--- src/rtl/chien_pkg.sv ---
// chien_pkg: shared constants, types and GF(2^m) helpers for the Chien search engine.
//   PARAM_M          field degree (element width)
//   PARAM_POLY       primitive polynomial including the x^m term
//   PARAM_T          maximum locator degree (PARAM_T+1 coefficient lanes)
//   PARAM_N          number of positions evaluated (<= 2^PARAM_M-1)
//   PARAM_FIFO_DEPTH root FIFO entries (power of two, >= 2)
package chien_pkg;

  localparam int PARAM_M          = 9;
  localparam int PARAM_POLY       = 'h211;
  localparam int PARAM_T          = 8;
  localparam int PARAM_N          = 511;
  localparam int PARAM_FIFO_DEPTH = 4;

  localparam int LANES = PARAM_T + 1;
  localparam int IDX_W = $clog2(PARAM_T + 1);
  localparam int POS_W = $clog2(PARAM_N);
  localparam int CNT_W = $clog2(PARAM_N + 1);

  typedef logic [PARAM_M-1:0] gf_elem_t;

  typedef enum logic [1:0] {
    IDLE   = 2'd0,
    SEARCH = 2'd1,
    DONE   = 2'd2
  } chien_state_e;

  // Multiply by alpha: shift left and fold the x^m term back via the low polynomial bits.
  function automatic gf_elem_t gf_xtime(gf_elem_t a);
    gf_elem_t shifted;
    shifted = {a[PARAM_M-2:0], 1'b0};
    if (a[PARAM_M-1]) begin
      return shifted ^ gf_elem_t'(PARAM_POLY);
    end else begin
      return shifted;
    end
  endfunction

  // Multiply by alpha^k; k is a constant at every call site, so this unrolls to an XOR network.
  function automatic gf_elem_t gf_mul_const(gf_elem_t a, int unsigned k);
    gf_elem_t acc;
    acc = a;
    for (int unsigned i = 0; i < k; i++) begin
      acc = gf_xtime(acc);
    end
    return acc;
  endfunction

  // alpha^k as an elaboration-time constant.
  function automatic gf_elem_t alpha_pow(int unsigned k);
    return gf_mul_const(gf_elem_t'(1), k % ((2 ** PARAM_M) - 1));
  endfunction

endpackage

--- src/rtl/chien_search_engine_root_fifo.sv ---
// chien_root_fifo: synchronous FIFO holding root positions, registered full/empty flags.
//   clk, rst   clock, asynchronous active-high reset (FIFO empties)
//   push       write push_data (taken when not full, or when a pop frees a slot)
//   pop        remove head (ignored when empty)
//   full/empty occupancy flags
//   head       current head entry
module chien_root_fifo #(
  parameter int WIDTH = 9,
  parameter int DEPTH = 4
) (
  input  logic             clk,
  input  logic             rst,
  input  logic             push,
  input  logic [WIDTH-1:0] push_data,
  input  logic             pop,
  output logic             full,
  output logic             empty,
  output logic [WIDTH-1:0] head
);

  localparam int PTR_W = $clog2(DEPTH);
  localparam int FCNT_W = $clog2(DEPTH + 1);
  localparam logic [FCNT_W-1:0] FCNT_ONE  = FCNT_W'(1);
  localparam logic [FCNT_W-1:0] FCNT_FULL = FCNT_W'(DEPTH);
  localparam logic [PTR_W-1:0]  PTR_ONE   = PTR_W'(1);

  logic [WIDTH-1:0]  mem_r [DEPTH];
  logic [PTR_W-1:0]  wr_ptr_r;
  logic [PTR_W-1:0]  rd_ptr_r;
  logic [FCNT_W-1:0] cnt_r;
  logic [FCNT_W-1:0] cnt_next_s;
  logic              full_r;
  logic              empty_r;
  logic              do_push_s;
  logic              do_pop_s;

  // Qualify requests; a pop in the same cycle makes room for a push into a full FIFO.
  always_comb begin
    do_pop_s  = pop & ~empty_r;
    do_push_s = push & (~full_r | do_pop_s);
    case ({do_push_s, do_pop_s})
      2'b10:   cnt_next_s = cnt_r + FCNT_ONE;
      2'b01:   cnt_next_s = cnt_r - FCNT_ONE;
      default: cnt_next_s = cnt_r;
    endcase
  end

  // Storage, pointers (wrap naturally: DEPTH is a power of two) and flags.
  always_ff @(posedge clk or posedge rst) begin
    if (rst) begin
      for (int i = 0; i < DEPTH; i++) begin
        mem_r[i] <= '0;
      end
      wr_ptr_r <= '0;
      rd_ptr_r <= '0;
      cnt_r    <= '0;
      full_r   <= 1'b0;
      empty_r  <= 1'b1;
    end else begin
      if (do_push_s) begin
        mem_r[wr_ptr_r] <= push_data;
        wr_ptr_r        <= wr_ptr_r + PTR_ONE;
      end
      if (do_pop_s) begin
        rd_ptr_r <= rd_ptr_r + PTR_ONE;
      end
      cnt_r   <= cnt_next_s;
      full_r  <= (cnt_next_s == FCNT_FULL);
      empty_r <= (cnt_next_s == '0);
    end
  end

  assign full  = full_r;
  assign empty = empty_r;
  assign head  = mem_r[rd_ptr_r];

endmodule

--- src/rtl/chien_search_engine.sv ---
// chien_search_engine: autonomous full Chien search over GF(2^PARAM_M), one position per cycle.
// Evaluates sigma(alpha^i), i = 0..PARAM_N-1, and streams roots i through a ready/valid FIFO.
//   coef_we/coef_idx/coef_data  load sigma_j while IDLE (idx > PARAM_T ignored)
//   degree, start               deg(sigma) latched on an accepted start pulse
//   busy, done                  search in progress / one-cycle end pulse
//   err_count, fail             roots found and (count != degree), valid from done
//   root_valid/root_ready/root_pos  root stream
// Optional: define CHIEN_EARLY_TERM_EN to end the search once err_count reaches the
// latched (non-zero) degree.
module chien_search_engine
  import chien_pkg::*;
(
  input  logic             clk,
  input  logic             rst,
  input  logic             coef_we,
  input  logic [IDX_W-1:0] coef_idx,
  input  logic [PARAM_M-1:0] coef_data,
  input  logic [IDX_W-1:0] degree,
  input  logic             start,
  output logic             busy,
  output logic             done,
  output logic [CNT_W-1:0] err_count,
  output logic             fail,
  output logic             root_valid,
  input  logic             root_ready,
  output logic [POS_W-1:0] root_pos
);

  localparam logic [POS_W-1:0] LAST_POS = POS_W'(PARAM_N - 1);
  localparam logic [POS_W-1:0] POS_ONE  = POS_W'(1);
  localparam logic [CNT_W-1:0] CNT_ONE  = CNT_W'(1);

  chien_state_e     state_r;
  gf_elem_t         coef_r [LANES];
  gf_elem_t         lane_r [LANES];
  logic [POS_W-1:0] cntr_r;
  logic [IDX_W-1:0] degree_r;
  logic [CNT_W-1:0] err_count_r;
  logic             busy_r;
  logic             done_r;
  logic             fail_r;

  gf_elem_t         sum_s;
  logic             pop_s;
  logic             stall_s;
  logic             push_s;
  logic             last_s;
  logic             early_s;
  logic [CNT_W-1:0] err_next_s;
  logic [CNT_W-1:0] degree_ext_s;
  logic             fifo_full_s;
  logic             fifo_empty_s;

  assign pop_s        = ~fifo_empty_s & root_ready;
  assign degree_ext_s = CNT_W'(degree_r);

  // Evaluate sigma(alpha^cntr) and decide push / stall / exit for this cycle.
  always_comb begin
    sum_s = '0;
    for (int j = 0; j < LANES; j++) begin
      sum_s = sum_s ^ lane_r[j];
    end
    stall_s    = 1'b0;
    push_s     = 1'b0;
    last_s     = 1'b0;
    early_s    = 1'b0;
    err_next_s = err_count_r;
    if (state_r == SEARCH) begin
      // Only a root that cannot enter the FIFO stalls; a pop this cycle frees a slot.
      stall_s = (sum_s == '0) & fifo_full_s & ~pop_s;
      push_s  = (sum_s == '0) & ~stall_s;
      if (push_s) begin
        err_next_s = err_count_r + CNT_ONE;
      end else begin
        err_next_s = err_count_r;
      end
      last_s = ~stall_s & (cntr_r == LAST_POS);
`ifdef CHIEN_EARLY_TERM_EN
      early_s = push_s & (err_next_s == degree_ext_s) & (degree_r != '0);
`else
      early_s = 1'b0;
`endif
    end else begin
      stall_s = 1'b0;
    end
  end

  // Coefficient staging registers, writable only while idle.
  always_ff @(posedge clk or posedge rst) begin
    if (rst) begin
      for (int j = 0; j < LANES; j++) begin
        coef_r[j] <= '0;
      end
    end else if ((state_r == IDLE) && coef_we && (int'(coef_idx) <= PARAM_T)) begin
      coef_r[coef_idx] <= coef_data;
    end
  end

  // Control FSM, lane registers, position counter and result registers.
  always_ff @(posedge clk or posedge rst) begin
    if (rst) begin
      state_r     <= IDLE;
      for (int j = 0; j < LANES; j++) begin
        lane_r[j] <= '0;
      end
      cntr_r      <= '0;
      degree_r    <= '0;
      err_count_r <= '0;
      busy_r      <= 1'b0;
      done_r      <= 1'b0;
      fail_r      <= 1'b0;
    end else begin
      case (state_r)
        IDLE: begin
          done_r <= 1'b0;
          if (start) begin
            state_r     <= SEARCH;
            busy_r      <= 1'b1;
            lane_r      <= coef_r;
            cntr_r      <= '0;
            degree_r    <= degree;
            err_count_r <= '0;
            fail_r      <= 1'b0;
          end
        end
        SEARCH: begin
          if (!stall_s) begin
            // Lane j carries sigma_j * alpha^(j*cntr); r_0 is constant.
            for (int j = 1; j < LANES; j++) begin
              lane_r[j] <= gf_mul_const(lane_r[j], j);
            end
            cntr_r      <= cntr_r + POS_ONE;
            err_count_r <= err_next_s;
            if (last_s || early_s) begin
              state_r <= DONE;
              done_r  <= 1'b1;
              fail_r  <= (err_next_s != degree_ext_s);
            end
          end
        end
        DONE: begin
          state_r <= IDLE;
          done_r  <= 1'b0;
          busy_r  <= 1'b0;
        end
        default: begin
          state_r <= IDLE;
          done_r  <= 1'b0;
          busy_r  <= 1'b0;
        end
      endcase
    end
  end

  chien_root_fifo #(
    .WIDTH (POS_W),
    .DEPTH (PARAM_FIFO_DEPTH)
  ) u_root_fifo (
    .clk       (clk),
    .rst       (rst),
    .push      (push_s),
    .push_data (cntr_r),
    .pop       (pop_s),
    .full      (fifo_full_s),
    .empty     (fifo_empty_s),
    .head      (root_pos)
  );

  assign busy       = busy_r;
  assign done       = done_r;
  assign err_count  = err_count_r;
  assign fail       = fail_r;
  assign root_valid = ~fifo_empty_s;

endmodule

--- config.mk ---
export PLATFORM = sky130hd
export DESIGN_NAME = chien_search_engine
export DESIGN_NICKNAME = d
export VERILOG_FILES = /design/src/rtl/chien_pkg.sv /design/src/rtl/chien_search_engine_root_fifo.sv /design/src/rtl/chien_search_engine.sv
export SDC_FILE = /design/constraint.sdc
export NUM_CORES = 1
export LEC_CHECK = 0
export CORE_MARGIN = 1
export CORE_UTILIZATION = 40
export CTS_CLUSTER_DIAMETER = 60
export DETAILED_ROUTE_END_ITERATION = 16
export GPL_TIMING_DRIVEN = 0
export PLACE_DENSITY = 0.61
export REMOVE_ABC_BUFFERS = 1
export SLEW_MARGIN = 20
export SYNTH_ARGS = -nofsm -noshare
export SYNTH_HDL_FRONTEND = slang
export SYNTH_SLANG_ARGS = --single-unit
--- constraint.sdc ---
create_clock -name clk -period 10.2 [get_ports clk]
set_input_delay 1.53 -clock clk [delete_from_list [all_inputs] [get_ports clk]]
set_output_delay 1.53 -clock clk [all_outputs]
set_load 0.005 [all_outputs]
==> impl_results.md <==
- CTS tree: done
- Yosys warns: 0
- Period minus WS final: roughly 3.9 ns
- R2R cell count: 10
- Fin. Hold Viols: 0
- Worst slew pin tran: 1.04 ns
- Util after Layout: between 40 and 50%
- N_diodes: 0
- VDD IR-drop max: 195 µV
- Die height: 169 µm
- Remaining global-route overflow: 0
- Via count: 7,364
- GPL Wtd Cong: 0.774
- CTS Buf Count: 28
- Die width: around 170 µm
- Number of fill cells in the layout: 2,468
- Flops & latches, synth: 234
- Row cnt: 60
- Maxcap violations: 0
- RR Startpoint: lane_r[27]$_DFFE_PP0P_
- P&R area growth vs syn: 16.7%
- Post-layout nets: 1,071
- Top Family by Delay on Critical Path: flip-flops
- Commonest cells in the netlist: dfrtp_1, nand2_1, mux2_2, nor2_1, xnor2_1
- Number of remaining DRC errors: 0
- Crit path cell chain: mux4_2 > clkdlybuf4s50_1
- Die area: 28,700 µm²
- Register-to-register setup slack: 6.35 ns
- CP max stage cell: dfrtp_1
- Total wire length: 25,600 µm
- Crit path DAT: 2.37 ns
- Cell taking the most area after synthesis: dfrtp_1
- CP endpoint kind: output pin
- Post_cts resized: 0
- Buffers plus inverters on the worst setup path: 1
- RSZ-0062 raised after global routing: no
- Post-DP HPWL: 16,600 µm
- Status: completed
- Critical path class: reg2out
- Final setup viols: 0
- Top cell type's share of synthesized area: 52.0%
- Setup ws final: 6.30 ns
- Core area: 27,200 µm²
- Distinct cell type count after synthesis: 52
- First-pass GRT wire length: ~42,000 µm
- H-tree Lvls: 1
- Critical Path Max Stage Delay: 0.78 ns
- Setup Buffers After CTS: 0
- Initial DRC Count: 510
- Worst R2R End: u_root_fifo.full$_DFF_PP0_
- Mapped Area: 11,200 µm²
- Worst path required time: just under 9 ns
- Number of global-route vias before repair: 7,295
- Max-slew headroom: between 30% and 40%
- Fraction of layout cells with a size suffix above 1: 19.0%
- Top FF cell, synth: dfrtp_1
- Static Leak: 5.99 nW
- Register area share after synthesis: 52.3%
- Post-synth EDFFs: 0
- Async SR Flop Fraction: 100%
- Fin. max-slew vios: 0
- DR WL/cell: about 18 µm
- Placement Setup Slack: 5.84 ns
- Gate Count Post-Synth: roughly 1,000
- Fin crit share: 38.2%
- Initial Util: between 40% and 50%
- Largest net degree at the start of global routing: 99
- Fin Clk Skew: 0.0336 ns
- Syn Area/Cell: 11.1 µm²
- Hold Buf Count CTS: 0
- CTS Buffer Depth: 3
- First-pass iteration count of the detailed router: 5
- WP depth: 2
- Clk slew on worst S/H paths: 0.06 ns
- Power Dens Cells: 307 nW/µm²
- Launching element type of the critical path: flop
- Fmax: 256 MHz
- Cell with the most instances after synthesis: dfrtp_1
- CP Capture Point: root_pos[2]
- Post-route ant nets: 0
- Port Buffers: 43
- Via density: 5.14
- Ports: 44
- Final Hold Slack: 0.459 ns
- CP startpoint: u_root_fifo.rd_ptr_r[0]$_DFFE_PP0P_
- Worst min path class: reg2reg
- Initial antenna violation count: 0
- Min-Delay Startpoint: coef_r[75]$_DFFE_PP0P_
- Synth area leaders: dfrtp_1, mux2_2, xnor2_1
- CP max FO: 11
- Clock Sink Count: 234
- Clock Latency Late Sink: ~0.55 ns
- Total Power: about 4.0 mW
- Root buf cell: clkbuf_16
- Total GRT Usage: 18.7%
## final cells by class
type	count	area, µm²	area share (%)
flip-flops and latches	234	5860	44.8
multi-input cells	710	5110	39.1
clock buffers	38	788	6.03
repair buffers	53	638	4.88
well taps	372	465	3.56
clock inverters	13	164	1.25
inverters	13	56.3	0.431
## kinds of logic (layout without fill, tap and decap cells)
| kind of cell | Yosys count | in the layout | share of synthesized area [%] |
|---|---|---|---|
| adders and majority gates | 9 | 9 | 1.07 |
| DFF | 234 | 234 | 52.3 |
| AOI/OAI and AO/OA | 138 | 138 | 7.06 |
| and+or+nand+nor | 322 | 322 | 12.8 |
| buffers and inverters | 65 | 117 | 2.58 |
| muxes | 128 | 128 | 14.1 |
| xor gates and xnor gates | 113 | 113 | 10.1 |
## power by group
group | switching [mW] | internal, mW
clock network | 0.401 | 0.618
logic | 0.771 | 0.760
registers | 0.291 | 1.17
total | 1.46 | 2.55
## routing by layer
layer / global-route usage [%] / share of wire, % / up-vias
met3: 2.52 / 3.9 / 38
met5: 0 / 0 / -
met4: 4.19 / 2.1 / 0
met2: 30.7 / 47 / 129
li1: - / - / 3511
met1: 26.3 / 47 / 3686
## how the worst min path moves through the flow
stage                                        end  slack (ns)  cells past startpoint
after detailed placement  lane_r[75]$_DFFE_PP0P_        0.45                      2
final                     lane_r[75]$_DFFE_PP0P_        0.46                      2
after CTS                 lane_r[75]$_DFFE_PP0P_        0.47                      2
after floorplan           lane_r[72]$_DFFE_PP0P_        0.43                      2
after global placement    lane_r[72]$_DFFE_PP0P_        0.45                      2
after global routing      lane_r[75]$_DFFE_PP0P_        0.50                      2
## state kept, by name (all words and copies together) (netlist names)
name and flops:
u_root_fifo.rd_ptr_r 2, u_root_fifo.mem_r 36, done 1, u_root_fifo.full 1, err_count 9, fail 1, coef_r 81, degree_r 4
lane_r 81, u_root_fifo.wr_ptr_r 2, cntr_r 9, state_r 2, busy 1, u_root_fifo.empty 1, u_root_fifo.cnt_r 3
## layout by cell type, fill, tap and decap left out, types with 4 or more instances in the layout
| master | instances |
|---|---|
| dfrtp_1 | 233 |
| nand2_1 | 184 |
| mux2_2 | 101 |
| nor2_1 | 79 |
| xnor2_1 | 79 |
| clkdlybuf4s50_1 | 43 |
| a21oi_1 | 32 |
| a31oi_1 | 32 |
| o21ai_1 | 28 |
| clkbuf_16 | 28 |
| xor2_1 | 23 |
| o21ai_0 | 22 |
| inv_1 | 12 |
| mux2_4 | 12 |
| nand3_1 | 10 |
| a22oi_1 | 10 |
| xnor3_1 | 9 |
| mux4_2 | 9 |
| ha_1 | 8 |
| nor3_1 | 6 |
| nor4_1 | 6 |
| nor3b_1 | 6 |
| mux2i_1 | 6 |
| clkinv_2 | 6 |
| buf_16 | 6 |
| clkbuf_8 | 5 |
| clkbuf_1 | 5 |
| or2_2 | 4 |
## metrics by stage
stage	instance area, µm²	cells	TNS, ns
2_1_floorplan	11000	957	0
3_3_place_gp	11900	1372	-229.81
3_5_place_dp	12100	1382	0
4_1_cts	13100	1433	0
5_1_grt	13100	1433	0
6_report	13100	1433	0
## worst reg2reg max path: stages, from the launching register on
cell	delay, ns
dfrtp_1	0.43
xnor2_1	0.35
xnor3_1	0.44
xnor2_1	0.29
nand4_4	0.26
or4_4	0.65
ha_1	0.24
fa_1	0.43
mux2_2	0.27
or2_2	0.31
nor2b_1	0.12
Note: power is estimated with default switching activity, not from simulation.
